--- src/rtl/garbage_queue_ctrl_pkg.sv ---
// Shared types and helpers for the multiplayer garbage scheduler.
// Queue entries, controller state encoding and the line-clear to attack table.
package garbage_queue_ctrl_pkg;

  localparam int GARBAGE_QUEUE_DEPTH = 8;

  typedef struct packed {
    logic [3:0] lines;
    logic [3:0] hole;
  } garbage_entry_t;

  typedef enum logic [1:0] {
    GQ_IDLE,
    GQ_CANCEL,
    GQ_SEND,
    GQ_INSERT
  } garbage_state_t;

  // Clears beyond a tetris still count as a tetris.
  function automatic logic [3:0] attack_lines(input logic [2:0] cleared);
    logic [3:0] atk;
    case (cleared)
      3'd0, 3'd1: atk = 4'd0;
      3'd2:       atk = 4'd1;
      3'd3:       atk = 4'd2;
      default:    atk = 4'd4;
    endcase
    return atk;
  endfunction

endpackage

--- src/rtl/garbage_queue_ctrl_fifo.sv ---
// Circular buffer of pending garbage packets.
// Besides push/pop it lets the controller rewrite the row count of the head entry.
module garbage_fifo
  import garbage_queue_ctrl_pkg::*;
#(
  parameter int DEPTH = GARBAGE_QUEUE_DEPTH
) (
  input  logic           clk,
  input  logic           rst_l,
  input  logic           flush,
  input  logic           push,
  input  garbage_entry_t push_data,
  input  logic           pop,
  input  logic           head_wr,
  input  logic [3:0]     head_lines,
  output garbage_entry_t head,
  output logic           full,
  output logic           empty
);

  localparam int AW = $clog2(DEPTH);

  garbage_entry_t mem [DEPTH];
  logic [AW-1:0]  rd_ptr;
  logic [AW-1:0]  wr_ptr;
  logic [AW:0]    count;
  logic           do_push;
  logic           do_pop;
  logic           do_hwr;

  assign full    = (count == (AW+1)'(DEPTH));
  assign empty   = (count == '0);
  assign do_push = push && !full && !flush;
  assign do_pop  = pop && !empty && !flush;
  assign do_hwr  = head_wr && !empty && !flush && !pop;
  assign head    = mem[rd_ptr];

  always_ff @(posedge clk or negedge rst_l) begin
    if (!rst_l) begin
      rd_ptr <= '0;
      wr_ptr <= '0;
      count  <= '0;
    end else if (flush) begin
      rd_ptr <= '0;
      wr_ptr <= '0;
      count  <= '0;
    end else begin
      if (do_push) wr_ptr <= wr_ptr + 1'b1;
      if (do_pop)  rd_ptr <= rd_ptr + 1'b1;
      count <= count + {{AW{1'b0}}, do_push} - {{AW{1'b0}}, do_pop};
    end
  end

  // Push and head rewrite never share a slot: that needs the queue to be both empty and full.
  always_ff @(posedge clk) begin
    if (do_push) mem[wr_ptr] <= push_data;
    if (do_hwr)  mem[rd_ptr].lines <= head_lines;
  end

endmodule

--- src/rtl/garbage_queue_ctrl.sv ---
// Garbage scheduler: queues opponent packets, cancels them with local attacks,
// forwards leftover attack to the network and feeds garbage rows to the playfield.
module garbage_queue_ctrl
  import garbage_queue_ctrl_pkg::*;
#(
  parameter int QUEUE_DEPTH         = GARBAGE_QUEUE_DEPTH,
  parameter int MAX_INSERT_PER_LOCK = 8,
  parameter int PLAYFIELD_COLS      = 10
) (
  input  logic       clk,
  input  logic       rst_l,
  input  logic       mp_active,
  input  logic       game_start,
  input  logic       game_end,
  input  logic       lock_valid,
  input  logic [2:0] lock_lines,
  input  logic       recv_valid,
  input  logic [3:0] recv_lines,
  input  logic [3:0] recv_hole,
  output logic       send_valid,
  output logic [3:0] send_lines,
  input  logic       send_ready,
  output logic       insert_valid,
  output logic [3:0] insert_hole,
  input  logic       insert_ready,
  output logic [6:0] pending_lines,
  output logic       busy,
  output logic       overflow,
  output logic       protocol_err
);

  localparam int         BW       = $clog2(MAX_INSERT_PER_LOCK + 1);
  localparam logic [3:0] LAST_COL = 4'(PLAYFIELD_COLS - 1);

  garbage_state_t state, state_d;
  logic [3:0]     remaining, remaining_d;
  logic [BW-1:0]  budget, budget_d;
  logic           flush;
  logic           lock_take;
  logic [3:0]     attack;
  logic           push;
  logic           fifo_full;
  logic           fifo_empty;
  garbage_entry_t push_data;
  garbage_entry_t head;
  logic           pop;
  logic           head_wr;
  logic [3:0]     head_lines_new;
  logic [3:0]     consumed;
  logic           insert_take;
  logic [6:0]     pending_d;

  assign flush     = game_start | game_end;
  assign lock_take = lock_valid && mp_active && (state == GQ_IDLE);
  assign attack    = attack_lines(lock_lines);
  assign push      = recv_valid && mp_active && (recv_lines != 4'd0) && !flush;

  assign push_data.lines = recv_lines;
  assign push_data.hole  = (recv_hole > LAST_COL) ? LAST_COL : recv_hole;

  garbage_fifo #(.DEPTH(QUEUE_DEPTH)) u_fifo (
    .clk        (clk),
    .rst_l      (rst_l),
    .flush      (flush),
    .push       (push),
    .push_data  (push_data),
    .pop        (pop),
    .head_wr    (head_wr),
    .head_lines (head_lines_new),
    .head       (head),
    .full       (fifo_full),
    .empty      (fifo_empty)
  );

  assign busy         = (state != GQ_IDLE);
  assign send_valid   = (state == GQ_SEND);
  assign send_lines   = send_valid ? remaining : 4'd0;
  assign insert_valid = (state == GQ_INSERT) && !fifo_empty && (budget < BW'(MAX_INSERT_PER_LOCK));
  assign insert_hole  = insert_valid ? head.hole : 4'd0;
  assign insert_take  = insert_valid && insert_ready;

  always_comb begin
    state_d        = state;
    remaining_d    = remaining;
    budget_d       = budget;
    pop            = 1'b0;
    head_wr        = 1'b0;
    head_lines_new = head.lines;
    consumed       = 4'd0;
    unique case (state)
      GQ_IDLE: begin
        if (lock_take) begin
          remaining_d = attack;
          budget_d    = '0;
          if (attack != 4'd0)          state_d = GQ_CANCEL;
          else if (lock_lines == 3'd0) state_d = GQ_INSERT;
        end
      end
      // A clearing lock never receives garbage, so a fully spent attack returns to idle.
      GQ_CANCEL: begin
        if (fifo_empty) begin
          state_d = GQ_SEND;
        end else if (remaining >= head.lines) begin
          pop         = 1'b1;
          consumed    = head.lines;
          remaining_d = remaining - head.lines;
          if (remaining == head.lines) state_d = GQ_IDLE;
        end else begin
          head_wr        = 1'b1;
          head_lines_new = head.lines - remaining;
          consumed       = remaining;
          remaining_d    = 4'd0;
          state_d        = GQ_IDLE;
        end
      end
      GQ_SEND: begin
        if (send_ready) begin
          remaining_d = 4'd0;
          state_d     = GQ_IDLE;
        end
      end
      GQ_INSERT: begin
        if (!insert_valid) begin
          state_d = GQ_IDLE;
        end else if (insert_ready) begin
          budget_d = budget + 1'b1;
          if (head.lines == 4'd1) begin
            pop = 1'b1;
          end else begin
            head_wr        = 1'b1;
            head_lines_new = head.lines - 4'd1;
          end
        end
      end
      default: state_d = GQ_IDLE;
    endcase
  end

  assign pending_d = pending_lines
                   + ((push && !fifo_full) ? {3'd0, recv_lines} : 7'd0)
                   - {3'd0, consumed}
                   - {6'd0, insert_take};

  always_ff @(posedge clk or negedge rst_l) begin
    if (!rst_l) begin
      state         <= GQ_IDLE;
      remaining     <= 4'd0;
      budget        <= '0;
      pending_lines <= 7'd0;
      overflow      <= 1'b0;
      protocol_err  <= 1'b0;
    end else if (flush) begin
      state         <= GQ_IDLE;
      remaining     <= 4'd0;
      budget        <= '0;
      pending_lines <= 7'd0;
      if (game_start) begin
        overflow     <= 1'b0;
        protocol_err <= 1'b0;
      end
    end else begin
      state         <= state_d;
      remaining     <= remaining_d;
      budget        <= budget_d;
      pending_lines <= pending_d;
      if (push && fifo_full) overflow <= 1'b1;
      if (lock_valid && mp_active && (state != GQ_IDLE)) protocol_err <= 1'b1;
    end
  end

endmodule

--- config.mk ---
export PLATFORM = sky130hd
export DESIGN_NAME = garbage_queue_ctrl
export DESIGN_NICKNAME = d
export VERILOG_FILES = /design/src/rtl/garbage_queue_ctrl_pkg.sv /design/src/rtl/garbage_queue_ctrl_fifo.sv /design/src/rtl/garbage_queue_ctrl.sv
export SDC_FILE = /design/constraint.sdc
export NUM_CORES = 1
export LEC_CHECK = 0
export CORE_ASPECT_RATIO = 0.8
export CORE_UTILIZATION = 45
export CTS_BUF_LIST = sky130_fd_sc_hd__clkbuf_4 sky130_fd_sc_hd__clkbuf_8
export DETAILED_ROUTE_END_ITERATION = 10
export PLACE_DENSITY = 0.76
export SLEW_MARGIN = 20
export SYNTH_ARGS = -nofsm -noshare
export SYNTH_HDL_FRONTEND = slang
export SYNTH_SLANG_ARGS = --single-unit
--- constraint.sdc ---
create_clock -name clk -period 4.8 [get_ports clk]
set_input_delay 0.96 -clock clk [delete_from_list [all_inputs] [get_ports clk]]
set_output_delay 0.96 -clock clk [all_outputs]
set_load 0.05 [all_outputs]
Word level (Yosys, flattened, before mapping)

Memories as Yosys holds them, arrays and structs flattened.
Index checks and enable logic that the tools add are counted.

Flip-flop bits (word level): 29
Latch bits: 0
Bits in writable memories: 64
Bits in read-only memories: 0
Bits of input ports: 20
Output and inout port bits: 20
Logic and storage cells: 144
Memories kept: 1

$add $sub $neg: 11
$mul: 0
Divide/modulo/power cells: 0
Order comparisons: 3
Eq/ne operators: 18
Shifts and indexed selects: 0
Mux-type cells: 62
Bitwise logic cells: 1
Reductions and logical operators: 39

Memory list:

| memory     | depth | bits a word | read ports | clocked after memory_dff | write ports | line                          | RTL |
|---|---|---|---|---|---|---|---|
| u_fifo.mem | 8     | 8           | 1          | 0                        | 2           | garbage_queue_ctrl_fifo.sv:23 | `garbage_entry_t mem [DEPTH];` |

Operator list:

| kind                                                             | count |
|---|---|
| 4-bit 2-to-1 mux                                                 | 22 |
| 1-bit 2-to-1 mux                                                 | 19 |
| 2-bit 2-to-1 mux                                                 | 9 |
| 1-bit logical AND                                                | 17 |
| 4-bit case mux with 2 select lines                               | 2 |
| 3-bit by 2-bit != test with 1-bit output (second input constant) | 5 |
| 3-bit 2-to-1 mux                                                 | 4 |
| 4-bit case mux with 3 select lines                               | 1 |
| 4-bit nonzero test                                               | 3 |
| 2-bit nonzero test                                               | 5 |
| 3-bit case mux with 3 select lines                               | 1 |
| 2-bit case mux with 4 select lines                               | 1 |
| 4-bit AND reduction                                              | 2 |
| 4-bit subtractor                                                 | 2 |
| 7-bit by 4-bit adder with 7-bit output                           | 1 |
| 7-bit 2-to-1 mux                                                 | 1 |
| 7-bit by 1-bit subtractor with 7-bit output                      | 1 |
| 7-bit by 4-bit subtractor with 7-bit output                      | 1 |
| 3-bit by 1-bit adder with 3-bit output (second input constant)   | 2 |
| 3-bit by 2-bit == test with 1-bit output (second input constant) | 2 |
| 5-bit by 3-bit != test with 1-bit output (second input constant) | 1 |
| 5-bit AND reduction                                              | 1 |
| 4-bit by 1-bit adder with 4-bit output                           | 1 |
| 4-bit by 1-bit adder with 4-bit output (second input constant)   | 1 |
| other kinds (23)                                                 | 29 |

Depth between registers and ports, before layout

Depth in word-level cells: 11
Depth in mapped cells: 24
Mapped depth without buffers: 23

Cells and area by module

Synthesis repeated with hierarchy kept, for this count alone.

Cell total of the unflattened synthesis: 566
Area, all modules: 6018.3 um^2

Modules (own cells, without submodules):

| module             | instances | cells an instance | area an instance (um^2) | seq. area each (um^2) |
|---|---|---|---|---|
| garbage_fifo       | 1         | 320               | 3900.0                  | 2172.1 |
| garbage_queue_ctrl | 1         | 246               | 2118.3                  | 475.5 |

Worst setup path before layout

No wires, ideal clock.

Path type: flip-flop to flip-flop
Start point: reg u_fifo.rd_ptr[1]
End point: reg pending_lines[6]
Library setup time: 0.134 ns
Arrival time: 5.162 ns
Required time: 4.666 ns
Path slack: -0.496 ns
Stages on the path, launching flop included: 23
Buffers on the path: 0
Period minus slack after synthesis: 5.296 ns
Path through: dfrtp_1 mux2_2 mux4_2 nor2_1 inv_1 ha_1 and4_1 a211oi_2 nor2_1 a21oi_1 nor2_1 fa_1 fa_1 inv_1 ha_1 inv_1 fa_1 nor2b_1 o21ai_0 a21oi_1 o21a_1 o21ai_0 nor3b_1

Word-level cells in the longest chain between the ends: 8

RTL lines:

| item                                          | line                          | RTL |
|---|---|---|
| start, declared                               | garbage_queue_ctrl_fifo.sv:24 | `logic [AW-1:0] rd_ptr;` |
| start signal, assigned                        | garbage_queue_ctrl_fifo.sv:49 | `if (do_pop) rd_ptr <= rd_ptr + 1'b1;` |
| memory 8 x 8 bit *                            | n/a                           |  |
| 4-bit greater-or-equal comparator             | garbage_queue_ctrl.sv:103     | `end else if (remaining >= head.lines) begin` |
| 4-bit 2-to-1 mux *                            | garbage_queue_ctrl.sv:103     |  |
| 4-bit 2-to-1 mux *                            | garbage_queue_ctrl.sv:101     | `if (fifo_empty) begin` |
| 4-bit 2-to-1 mux *                            | garbage_queue_ctrl.sv:90      | `unique case (state)` |
| 7-bit by 4-bit subtractor with 7-bit output * | garbage_queue_ctrl.sv:141     | `- {3'd0, consumed}` |
| 7-bit by 1-bit subtractor with 7-bit output * | garbage_queue_ctrl.sv:142     | `- {6'd0, insert_take};` |
| 7-bit 2-to-1 mux *                            | garbage_queue_ctrl.sv:152     | `end else if (flush) begin` |
| end signal, assigned                          | garbage_queue_ctrl.sv:165     | `pending_lines <= pending_d;` |
| end, declared                                 | garbage_queue_ctrl.sv:26      | `output logic [6:0] pending_lines,` |

Mark *: on every way between the ends. The rest lies on a longest branch, timed or not.
A chain may end at the register's enable or synchronous reset.

Worst setup path after layout

Start point: reg u_fifo.rd_ptr[2]
End point: reg pending_lines[2]

The elaborated chain is that of the path after synthesis.

==> results.json <==
{
  "status": "finished with violations",
  "violations": "negative setup slack",
  "drive_above_1_share_pct": 22.52,
  "path_max_fanout": 5,
  "ys.flop_type": "edfxtp_1",
  "yosysTopAreaCellShare_pct": 32.96,
  "reg2reg_slack_ns": -0.30,
  "worstSetupPathType": "reg2reg",
  "tightestPinTransition_ns": 0.8827,
  "async_flop_share_pct": 31.18,
  "finalMaxSlewViolations": 0,
  "gr-total-overflow": 0,
  "clk_path_buf_depth": 2,
  "drc": 0,
  "arrival_ns": 5.35,
  "synth_warnings": 0,
  "cts_root_buf": "clkbuf_8",
  "hpwlAfterDp_mm": 11.37,
  "initial_core_util_pct": 47.07,
  "clk_latency_ns": 0.38,
  "whs_endpoint": "protocol_err",
  "cts_made_buffers": 9,
  "n_antenna_cell": 0,
  "hold_class": "reg2reg",
  "grt_max_degree": 31,
  "setup_violations": 3,
  "grt_pass1_vias": 4472,
  "vias": 4599,
  "row_count": 36,
  "yosysSeqAreaShare_pct": 45.41,
  "synth.area.top_cells": "edfxtp_1 33%, dfrtp_1 12%, mux2i_1 7.9%",
  "gp_congestion": 0.9312,
  "leakagePower_nw": 2.718,
  "cts.sinks": 93,
  "fmax_mhz": 196.0,
  "io_buffers": 39,
  "synthesis.nets": 597,
  "ys_ff_latch": 93,
  "ant_nets": 0,
  "synth_area_leader_cell": "edfxtp_1",
  "grt_first_pass_wirelength_mm": 23.92,
  "min_from": "protocol_err",
  "die_h_microns": 103.8,
  "gr-usage-all-layers_pct": 23.60,
  "min_period_over_period_pct": 106.3,
  "crit_required_ns": 5.04,
  "core_sq_mm": 0.01239,
  "cellPowerDensity_mw_per_mm2": 220.6,
  "clk_pin_slew_ns": 0.10,
  "worst_r2r_endpoint": "pending_lines[2]",
  "total_power_w": 0.001590,
  "final.hold.worst_slack_ns": 0.5048,
  "max-vdd-ir-drop_uv": 210.9,
  "fin_ws_ns": -0.3027,
  "synth.cells.most_frequent": "64 x edfxtp_1, 46 x mux2i_1, 46 x nand2_1",
  "critPathLaunchType": "flip-flop",
  "die_x_microns": 129.3,
  "synth.distinct_cells": 64,
  "synth_edf_count": 64,
  "drtIter0Drc": 440,
  "antenna_found_initial": 0,
  "syn2layout_area_growth_pct": 23.63,
  "hold_viol": 0,
  "reg2reg_depth": 25,
  "syn_area_sq_mm": 0.005831,
  "io_pins": 40,
  "min_path_cells": 2,
  "dr.pass1.iters": 5,
  "rsz0062_at_grt": "true",
  "dpl_worst_slack_ns": -0.3972,
  "num-fill-cells": 974,
  "r2r-start": "u_fifo.rd_ptr[2]",
  "slew_headroom_pct": 41.15,
  "synth.most_common_cell": "edfxtp_1",
  "cts_max_level": 3,
  "fin_crit_ns": 5.103,
  "die_area_sq_mm": 0.01342,
  "wirelength_mm": 15.11,
  "finalSetupTns_ns": -0.6969,
  "skew_ns": 0.02070,
  "postSynthAreaPerCell_sq_um": 10.86,
  "cts_tree": "done",
  "cap_viol_max_count": 0,
  "synthCells": 537,
  "end_kind": "flip-flop",
  "wl_per_cell_microns": 18.54,
  "fin_nets": 699,
  "viasPerCell": 5.643
}
[kinds of logic after synthesis]
kind of cell / after synthesis / share of synthesized area, %
muxes: 53 / 10.21
AOI/OAI and AO/OA: 83 / 10.26
xor gates and xnor gates: 12 / 1.803
adders and majority gates: 40 / 9.614
DFF: 93 / 45.41
buffers and inverters: 62 / 4.270
and+or+nand+nor: 194 / 18.43
[area by class of cell]
type	instances	area, sq um	share of cell area (%)
tap	171	214.0	2.968
multi-input combinational	382	3035	42.11
clock inverter	7	75.07	1.041
clock buffer	9	123.9	1.718
timing repair buffer	113	957.2	13.28
inverter	40	152.6	2.118
sequential	93	2650	36.76
[stage by stage]
step / cells / utilization [%] / area [sq um]
floorplan: 537 / - / 5878
global placement: 785 / 55.09 / 6824
detailed placement: 785 / 55.09 / 6824
CTS: 811 / 57.48 / 7121
global route: 815 / 58.19 / 7208
finish: 815 / 58.19 / 7208
[state kept, by name, summed over array words and instances, names as in the netlist]
register,flops
u_fifo.mem,64
remaining,4
u_fifo.wr_ptr,3
state,2
u_fifo.rd_ptr,3
protocol_err,1
pending_lines,7
budget,4
u_fifo.count,4
overflow,1
[critical path: stages, from the launching register on]
cell and delay, ns:
dfrtp_2 0.49, mux2i_2 0.18, mux4_2 0.48, inv_2 0.10, ha_4 0.13, inv_4 0.03, fa_2 0.35, a21o_1 0.20
a211oi_4 0.29, nor2_1 0.09, a21oi_2 0.13, nor2_2 0.07, fa_2 0.55, fa_1 0.44, inv_2 0.10, ha_4 0.15
inv_2 0.04, fa_2 0.36, nor2b_4 0.15, buf_4 0.13, buf_6 0.09, buf_4 0.09, buf_4 0.09, buf_4 0.09
buf_4 0.11, nor3_4 0.04
[cell usage in the layout (no fill, tap or decap), drive strengths merged, types with 4 or more instances in the layout]
cell	n
a21o	7
nor3	19
nand3	20
mux4	4
clkdlybuf4s50	39
and2	14
xor2	4
dfrtp	29
nand2b	6
clkbuf	9
a31oi	4
xnor2	8
fa	8
buf	74
nor2	38
or2	11
o22ai	4
ha	32
nor2b	17
inv	41
edfxtp	64
a21oi	19
or3	4
a211oi	8
nand2	46
o21ai	14
o221ai	6
mux2i	47
nor3b	5
[power by group]
group	total (W)	leakage [nW]	switching, W	internal [W]
clock	0.000537	0.0918	0.000294	0.000242
sequential	0.000867	0.956	0.00000651	0.000861
combinational	0.000186	1.67	0.000110	0.0000766
[routing by layer]
layer  vias up  track usage (%)  part of all wire [%]
li1       2137                -                     -
met1      2236            34.04                    41
met2       211            35.71                    46
met3        15            5.320                    11
met4         0            5.966                   1.4
met5         -                0                     0
[timing repair]
action / 4_1_cts / 5_1_grt
resized for setup: 8 / 18
pin swaps: 7 / 8
setup endpoints to repair: 3 / 4
setup buffers: 10 / 5
hold buffers: 0 / 0
[worst max path at each step]
stage,startpoint,to,cells past startpoint
4_1_cts,u_fifo.rd_ptr[2],pending_lines[6],23
3_5_place_dp,u_fifo.rd_ptr[0],pending_lines[6],23
6_report,u_fifo.rd_ptr[2],pending_lines[2],25
2_1_floorplan,u_fifo.rd_ptr[2],pending_lines[6],24
3_3_place_gp,u_fifo.rd_ptr[0],pending_lines[6],23
5_1_grt,u_fifo.rd_ptr[2],pending_lines[6],23
No activity file was read; power rests on OpenSTA's default activity.
